--- config.mk ---
export PLATFORM = sky130hd
export DESIGN_NAME = spi_responder
export DESIGN_NICKNAME = d
export VERILOG_FILES = /design/src/rtl/spi_responder.sv
export SDC_FILE = /design/constraint.sdc
export NUM_CORES = 1
export LEC_CHECK = 0
export CAP_MARGIN = 20
export CORE_MARGIN = 2
export CORE_UTILIZATION = 52
export CTS_CLUSTER_SIZE = 40
export DETAILED_ROUTE_END_ITERATION = 8
export PLACE_DENSITY_LB_ADDON = 0.05
export SETUP_SLACK_MARGIN = 0.4
export SYNTH_ARGS = -nofsm -noshare
export SYNTH_HDL_FRONTEND = slang
export SYNTH_SLANG_ARGS = --single-unit
--- constraint.sdc ---
create_clock -name clock -period 1.5 [get_ports clock]
set_input_delay 0.3 -clock clock [delete_from_list [all_inputs] [get_ports clock]]
set_output_delay 0.3 -clock clock [all_outputs]
set_load 0.005 [all_outputs]
--- src/rtl/spi_responder.sv ---
// SPI mode-0 responder: synchronized SPI inputs, one-byte TX holding buffer, RX byte register.
// Define SPI_RESPONDER_OVERRUN_EN to build the sticky rx_overrun detector.
module spi_responder #(
    parameter int SYNC_STAGES = 2
) (
    input  logic       clock,
    input  logic       reset,
    input  logic       sck,
    input  logic       mosi,
    input  logic       spi_cs,
    output logic       miso,
    output logic       miso_en,
    input  logic [7:0] tx_data,
    input  logic       tx_load,
    output logic       tx_ready,
    output logic [7:0] rx_data,
    output logic       rx_valid,
    input  logic       rx_ack,
    output logic       rx_overrun,
    output logic       busy
);

    localparam logic [0:0] IDLE     = 1'b0;
    localparam logic [0:0] SELECTED = 1'b1;

    logic [SYNC_STAGES-1:0] sck_sync, mosi_sync, cs_sync;
    logic                   sck_prev, cs_prev;
    logic                   sck_s, mosi_s, cs_s;
    logic                   sck_rise, sck_fall, cs_fall;

    logic [0:0] state;
    logic [2:0] bit_count;
    logic [7:0] shift_in, shift_out;
    logic [7:0] tx_buf, tx_next;
    logic       tx_full;
    logic       reload, byte_done;

    assign sck_s    = sck_sync[SYNC_STAGES-1];
    assign mosi_s   = mosi_sync[SYNC_STAGES-1];
    assign cs_s     = cs_sync[SYNC_STAGES-1];
    assign sck_rise = sck_s & ~sck_prev;
    assign sck_fall = ~sck_s & sck_prev;
    assign cs_fall  = ~cs_s & cs_prev;

    always_ff @(posedge clock or posedge reset) begin
        if (reset) begin
            sck_sync  <= '0;
            mosi_sync <= '0;
            cs_sync   <= '1;
            sck_prev  <= 1'b0;
            cs_prev   <= 1'b1;
        end else begin
            sck_sync  <= {sck_sync[SYNC_STAGES-2:0], sck};
            mosi_sync <= {mosi_sync[SYNC_STAGES-2:0], mosi};
            cs_sync   <= {cs_sync[SYNC_STAGES-2:0], spi_cs};
            sck_prev  <= sck_s;
            cs_prev   <= cs_s;
        end
    end

    // Buffer is consumed at selection and at every byte-boundary falling edge.
    assign tx_next   = tx_full ? tx_buf : 8'hFF;
    assign reload    = (state == IDLE) ? cs_fall
                                       : (~cs_s & sck_fall & (bit_count == 3'd0));
    assign byte_done = (state == SELECTED) & ~cs_s & sck_rise & (bit_count == 3'd7);

    always_ff @(posedge clock or posedge reset) begin
        if (reset) begin
            state     <= IDLE;
            bit_count <= '0;
            shift_in  <= '0;
            shift_out <= 8'hFF;
        end else if (state == IDLE) begin
            if (cs_fall) begin
                state     <= SELECTED;
                bit_count <= '0;
                shift_out <= tx_next;
            end
        end else if (cs_s) begin
            state     <= IDLE;
            bit_count <= '0;
        end else begin
            if (sck_rise) begin
                shift_in  <= {shift_in[6:0], mosi_s};
                bit_count <= bit_count + 3'd1;
            end
            if (sck_fall) begin
                shift_out <= (bit_count == 3'd0) ? tx_next : {shift_out[6:0], 1'b0};
            end
        end
    end

    always_ff @(posedge clock or posedge reset) begin
        if (reset) begin
            tx_buf  <= '0;
            tx_full <= 1'b0;
        end else if (reload && tx_full) begin
            tx_full <= 1'b0;
        end else if (tx_load && !tx_full) begin
            tx_buf  <= tx_data;
            tx_full <= 1'b1;
        end
    end

    always_ff @(posedge clock or posedge reset) begin
        if (reset) begin
            rx_data  <= '0;
            rx_valid <= 1'b0;
        end else if (byte_done) begin
            rx_data  <= {shift_in[6:0], mosi_s};
            rx_valid <= 1'b1;
        end else if (rx_ack) begin
            rx_valid <= 1'b0;
        end
    end

`ifdef SPI_RESPONDER_OVERRUN_EN
    always_ff @(posedge clock or posedge reset) begin
        if (reset) begin
            rx_overrun <= 1'b0;
        end else if (byte_done && rx_valid && !rx_ack) begin
            rx_overrun <= 1'b1;
        end else if (rx_ack) begin
            rx_overrun <= 1'b0;
        end
    end
`else
    assign rx_overrun = 1'b0;
`endif

    assign miso     = (state == SELECTED) ? shift_out[7] : 1'b1;
    assign miso_en  = ~cs_s;
    assign tx_ready = ~tx_full;
    assign busy     = (state == SELECTED) && (bit_count != 3'd0);

endmodule

==> impl_metrics.xml <==
<?xml version="1.0" encoding="UTF-8"?>
<metrics>
  <group name="detailed_routing">
    <metric name="drt_first_iter_violations" unit="">65</metric>
    <metric name="antenna_violating_nets_post_route" unit="">0</metric>
    <metric name="detail_route.first_pass.iterations" unit="">4</metric>
    <metric name="drt_drc_violations_left" unit="">0</metric>
    <metric name="detailroute.via_count" unit="">1218</metric>
    <metric name="drt-total-wl" unit="um">3760</metric>
    <metric name="avgViaCountPerCell" unit="">5.25</metric>
    <metric name="post_drt_wl_per_cell" unit="um">16.2</metric>
  </group>
  <group name="setup_path">
    <metric name="criticalPathCategory" unit="">reg2out</metric>
    <metric name="worst_setup_path_startpoint" unit="">bit_count[0]</metric>
    <metric name="critical_path_arrival" unit="ns">1.28</metric>
    <metric name="crit_path_end_kind" unit="">output port</metric>
    <metric name="path_buf_inv" unit="">4</metric>
    <metric name="critical_path_maximum_fanout" unit="">2</metric>
    <metric name="crit_path_start_kind" unit="">flip-flop</metric>
    <metric name="worst_path_dominant_cell_family" unit="">flip-flops</metric>
    <metric name="worst_path_largest_cell_delay" unit="ns">0.41</metric>
    <metric name="worst-r2r-cell-count" unit="">9</metric>
    <metric name="critical_path_depth" unit="">6</metric>
    <metric name="cp.required" unit="ns">1.20</metric>
    <metric name="crit_path_frequent_cell" unit="">sky130_fd_sc_hd__inv_2</metric>
    <metric name="cpMaxStageDelayCell" unit="">sky130_fd_sc_hd__dfrtp_1</metric>
    <metric name="crit_path_cell_chain" unit="">inv_2, ha_4, inv_2, o21ai_4, inv_2, buf_6</metric>
    <metric name="critical_path.reg2reg.startpoint" unit="">bit_count[1]</metric>
  </group>
  <group name="logic_synthesis">
    <metric name="synth_sequential_area_ratio" unit="">0.626</metric>
    <metric name="synth_cell_types" unit="">25</metric>
    <metric name="synth_seq_cells" unit="">45</metric>
    <metric name="synth.net_count" unit="">154</metric>
    <metric name="synth_largest_area_cell" unit="">sky130_fd_sc_hd__dfrtp_1</metric>
    <metric name="postSynthAreaPerCell" unit="um^2">13.4</metric>
    <metric name="synthAdderAreaFrac" unit="">0.0206</metric>
    <metric name="synth-compound-area-share" unit="">0.0653</metric>
    <metric name="synthCells" unit="">136</metric>
    <metric name="yosys.area_share.simple" unit="">0.0914</metric>
    <metric name="dominant_combinational_cell_family_by_area_after_synthesis" unit="">multiplexers</metric>
    <metric name="mappedNetlistArea" unit="um^2">1820</metric>
    <metric name="top_area_cells_in_the_synthesized_netlist" unit="">sky130_fd_sc_hd__dfrtp_1 47%, sky130_fd_sc_hd__dfstp_2 16%, sky130_fd_sc_hd__mux2_2 15%</metric>
    <metric name="yosysTopAreaCellShare" unit="">0.467</metric>
    <metric name="yosys_warnings" unit="">0</metric>
    <metric name="synth_xor_area_frac" unit="">0</metric>
    <metric name="post_synth_mux_area_share" unit="">0.148</metric>
  </group>
  <group name="place">
    <metric name="postPlaceCellArea" unit="um^2">2200</metric>
    <metric name="port_buffers" unit="">27</metric>
    <metric name="dp_hpwl" unit="um">2120</metric>
    <metric name="routabilityCongestion" unit="">0.675</metric>
  </group>
  <group name="timing">
    <metric name="layout_setup_ws" unit="ns">-0.0809</metric>
    <metric name="final_hold_viol_count" unit="">0</metric>
    <metric name="min_period" unit="ns">1.58</metric>
    <metric name="final.setup.tns" unit="ns">-0.110</metric>
    <metric name="fin_crit_sh" unit="">1.05</metric>
    <metric name="slew_viol_final" unit="">0</metric>
    <metric name="timing.final.setup_violations" unit="">5</metric>
    <metric name="clock-skew-final" unit="ns">0.0185</metric>
    <metric name="maximum_operating_frequency" unit="GHz">0.633</metric>
    <metric name="grt_setup_unrepaired" unit="">true</metric>
  </group>
  <group name="pwr">
    <metric name="worst_ir_drop_vdd" unit="mV">0.725</metric>
    <metric name="power.density_cell_area" unit="nW/um^2">1090</metric>
    <metric name="power.static_leakage" unit="nW">1.25</metric>
  </group>
  <group name="final_layout">
    <metric name="final_cell_mix" unit="">33 x sky130_fd_sc_hd__dfrtp_1, 17 x sky130_fd_sc_hd__mux2_4, 14 x sky130_fd_sc_hd__clkdlybuf4s50_1</metric>
    <metric name="layout-drive-gt1-share" unit="">0.591</metric>
    <metric name="final_net_count" unit="">203</metric>
    <metric name="most_common_cell_after_layout_fill_and_taps_aside" unit="">sky130_fd_sc_hd__dfrtp_1</metric>
    <metric name="n_antenna_cell" unit="">0</metric>
    <metric name="areaGrowthSynthToFinish" unit="%">41.7</metric>
    <metric name="final_cell_area" unit="um^2">2580</metric>
  </group>
  <group name="clocking">
    <metric name="cts_tree" unit="">done</metric>
    <metric name="htree_num_levels" unit="">2</metric>
    <metric name="cts_inserted_buffers" unit="">5</metric>
    <metric name="clock_insertion_delay_worst_skew" unit="ns">0.36</metric>
    <metric name="number_of_buffers_on_the_longest_clock_path" unit="">2</metric>
    <metric name="tritoncts_num_sinks" unit="">45</metric>
    <metric name="postCtsHoldBufs" unit="">0</metric>
    <metric name="clkSlewWorstSetupHoldPaths" unit="ns">0.13</metric>
    <metric name="cts_root_buffer" unit="">sky130_fd_sc_hd__clkbuf_4</metric>
  </group>
  <group name="floorplanning">
    <metric name="floorplan.io_pins" unit="">29</metric>
    <metric name="die_width" unit="um">63.2</metric>
    <metric name="rows" unit="">21</metric>
    <metric name="core_area" unit="um^2">3340</metric>
    <metric name="floorplan.initialDensity" unit="">0.546</metric>
    <metric name="dieArea" unit="um^2">3990</metric>
    <metric name="die_height" unit="um">63.2</metric>
  </group>
  <group name="global_route">
    <metric name="grt.overflow.total" unit="">0</metric>
    <metric name="via_count_of_the_first_global_routing_pass" unit="">1256</metric>
    <metric name="grt_first_pass_wirelength" unit="um">6190</metric>
    <metric name="grt.total_usage" unit="">0.200</metric>
    <metric name="grt_start_max_net_pins" unit="">46</metric>
    <metric name="antenna_violations_before_repair" unit="">0</metric>
  </group>
  <group name="status">
    <metric name="status" unit="">finished with violations</metric>
    <metric name="failed_checks" unit="">setup timing</metric>
  </group>
  <group name="job">
    <metric name="maxCapViolCount" unit="">0</metric>
  </group>
  <group name="worst_hold_path">
    <metric name="holdCritPathClass" unit="">in2async</metric>
  </group>
</metrics>
## cells in the mapped netlist
master / n
sky130_fd_sc_hd__a21o_1: 1
sky130_fd_sc_hd__a22o_1: 2
sky130_fd_sc_hd__and3_2: 1
sky130_fd_sc_hd__buf_2: 1
sky130_fd_sc_hd__buf_4: 2
sky130_fd_sc_hd__buf_6: 3
sky130_fd_sc_hd__clkinv_1: 1
sky130_fd_sc_hd__conb_1: 1
sky130_fd_sc_hd__dfrtp_1: 34
sky130_fd_sc_hd__dfstp_2: 11
sky130_fd_sc_hd__ha_1: 3
sky130_fd_sc_hd__inv_1: 7
sky130_fd_sc_hd__mux2_2: 24
sky130_fd_sc_hd__nand2_1: 9
sky130_fd_sc_hd__nand2_2: 1
sky130_fd_sc_hd__nand2b_1: 2
sky130_fd_sc_hd__nand3b_1: 1
sky130_fd_sc_hd__nor2_1: 9
sky130_fd_sc_hd__nor2b_1: 2
sky130_fd_sc_hd__nor3b_1: 7
sky130_fd_sc_hd__o21a_1: 1
sky130_fd_sc_hd__o21ai_0: 3
sky130_fd_sc_hd__o21ai_1: 2
sky130_fd_sc_hd__o22a_1: 1
sky130_fd_sc_hd__o31ai_1: 7
## routing by layer
metal / track usage / part of all wire / vias to the layer above
met2: 0.335 / 0.54 / 23
met1: 0.260 / 0.42 / 627
li1: - / - / 564
met5: 0 / 0 / -
met3: 0.0554 / 0.033 / 4
met4: 0.0489 / 0.0093 / 0
## flip-flops by register name, summed over array words and instances, names as in the netlist
name       count
tx_buf         8
sck_prev       1
rx_valid       1
state          1
tx_full        1
bit_count      3
shift_in       7
sck_sync       2
mosi_sync      2
shift_out      8
cs_sync        2
cs_prev        1
rx_data        8
## final cells by class
class / instances / area [um^2]
sequential: 45 / 1140
clock inverter: 2 / 10.0
tap: 46 / 57.6
timing repair buffer: 46 / 440
fill: 225 / 757
multi-input combinational: 79 / 855
inverter: 8 / 35.0
clock buffer: 6 / 41.3
## timing repair
action                                  CTS  global route
pin swaps                                 6             7
buffers inserted                          8             4
cloned                                    2             1
endpoints found under the setup margin   49            49
gates resized for setup                  92            22
## logic make-up (layout without fill, tap and decap cells)
kind of cell	Yosys count	count (layout)
multiplexers	24	24
other	1	1
AND/OR/NAND/NOR	32	34
adder cells (fa/ha/maj)	3	3
flip-flops	45	45
buffers and inverters	14	62
AO/OA/AOI/OAI	17	17
## through the flow
step	worst slack, ns	hold WS, ns	util	instances	power (mW)
after floorplan	0.200	0.304	-	136	1.84
after global placement	-0.0408	0.335	0.658	209	1.96
after detailed placement	-0.0685	0.335	0.658	209	1.99
after CTS	-0.0941	0.323	0.725	227	2.69
after global routing	-0.151	0.320	0.773	232	2.98
final	-0.0809	0.323	0.773	232	2.82
## where the power goes
part	switching, mW	total (mW)	internal [mW]
Clock	0.370	0.549	0.179
Sequential	0.164	1.62	1.45
Combinational	0.233	0.650	0.417
Total	0.768	2.82	2.05
## worst register-to-register path: stages (launching register included)
cell and delay (ns):
sky130_fd_sc_hd__dfrtp_1 0.38, sky130_fd_sc_hd__inv_2 0.05, sky130_fd_sc_hd__ha_4 0.15, sky130_fd_sc_hd__inv_2 0.06, sky130_fd_sc_hd__o21ai_4 0.06, sky130_fd_sc_hd__buf_6 0.13, sky130_fd_sc_hd__buf_6 0.12, sky130_fd_sc_hd__clkbuf_16 0.15
sky130_fd_sc_hd__nor3b_2 0.15, sky130_fd_sc_hd__o31ai_1 0.20
## worst paths after layout
| check | slack, ns | end |
|---|---|---|
| max | -0.08 | busy |
| min | 0.32 | tx_buf[2] |
| max reg2reg | -0.01 | shift_out[4] |
| min reg2reg | 0.36 | sck_sync[1] |
| max in group asynchronous | 0.89 | cs_prev |
| min in group clock | 0.35 | cs_sync[0] |
(Power assumes the default switching activity.)
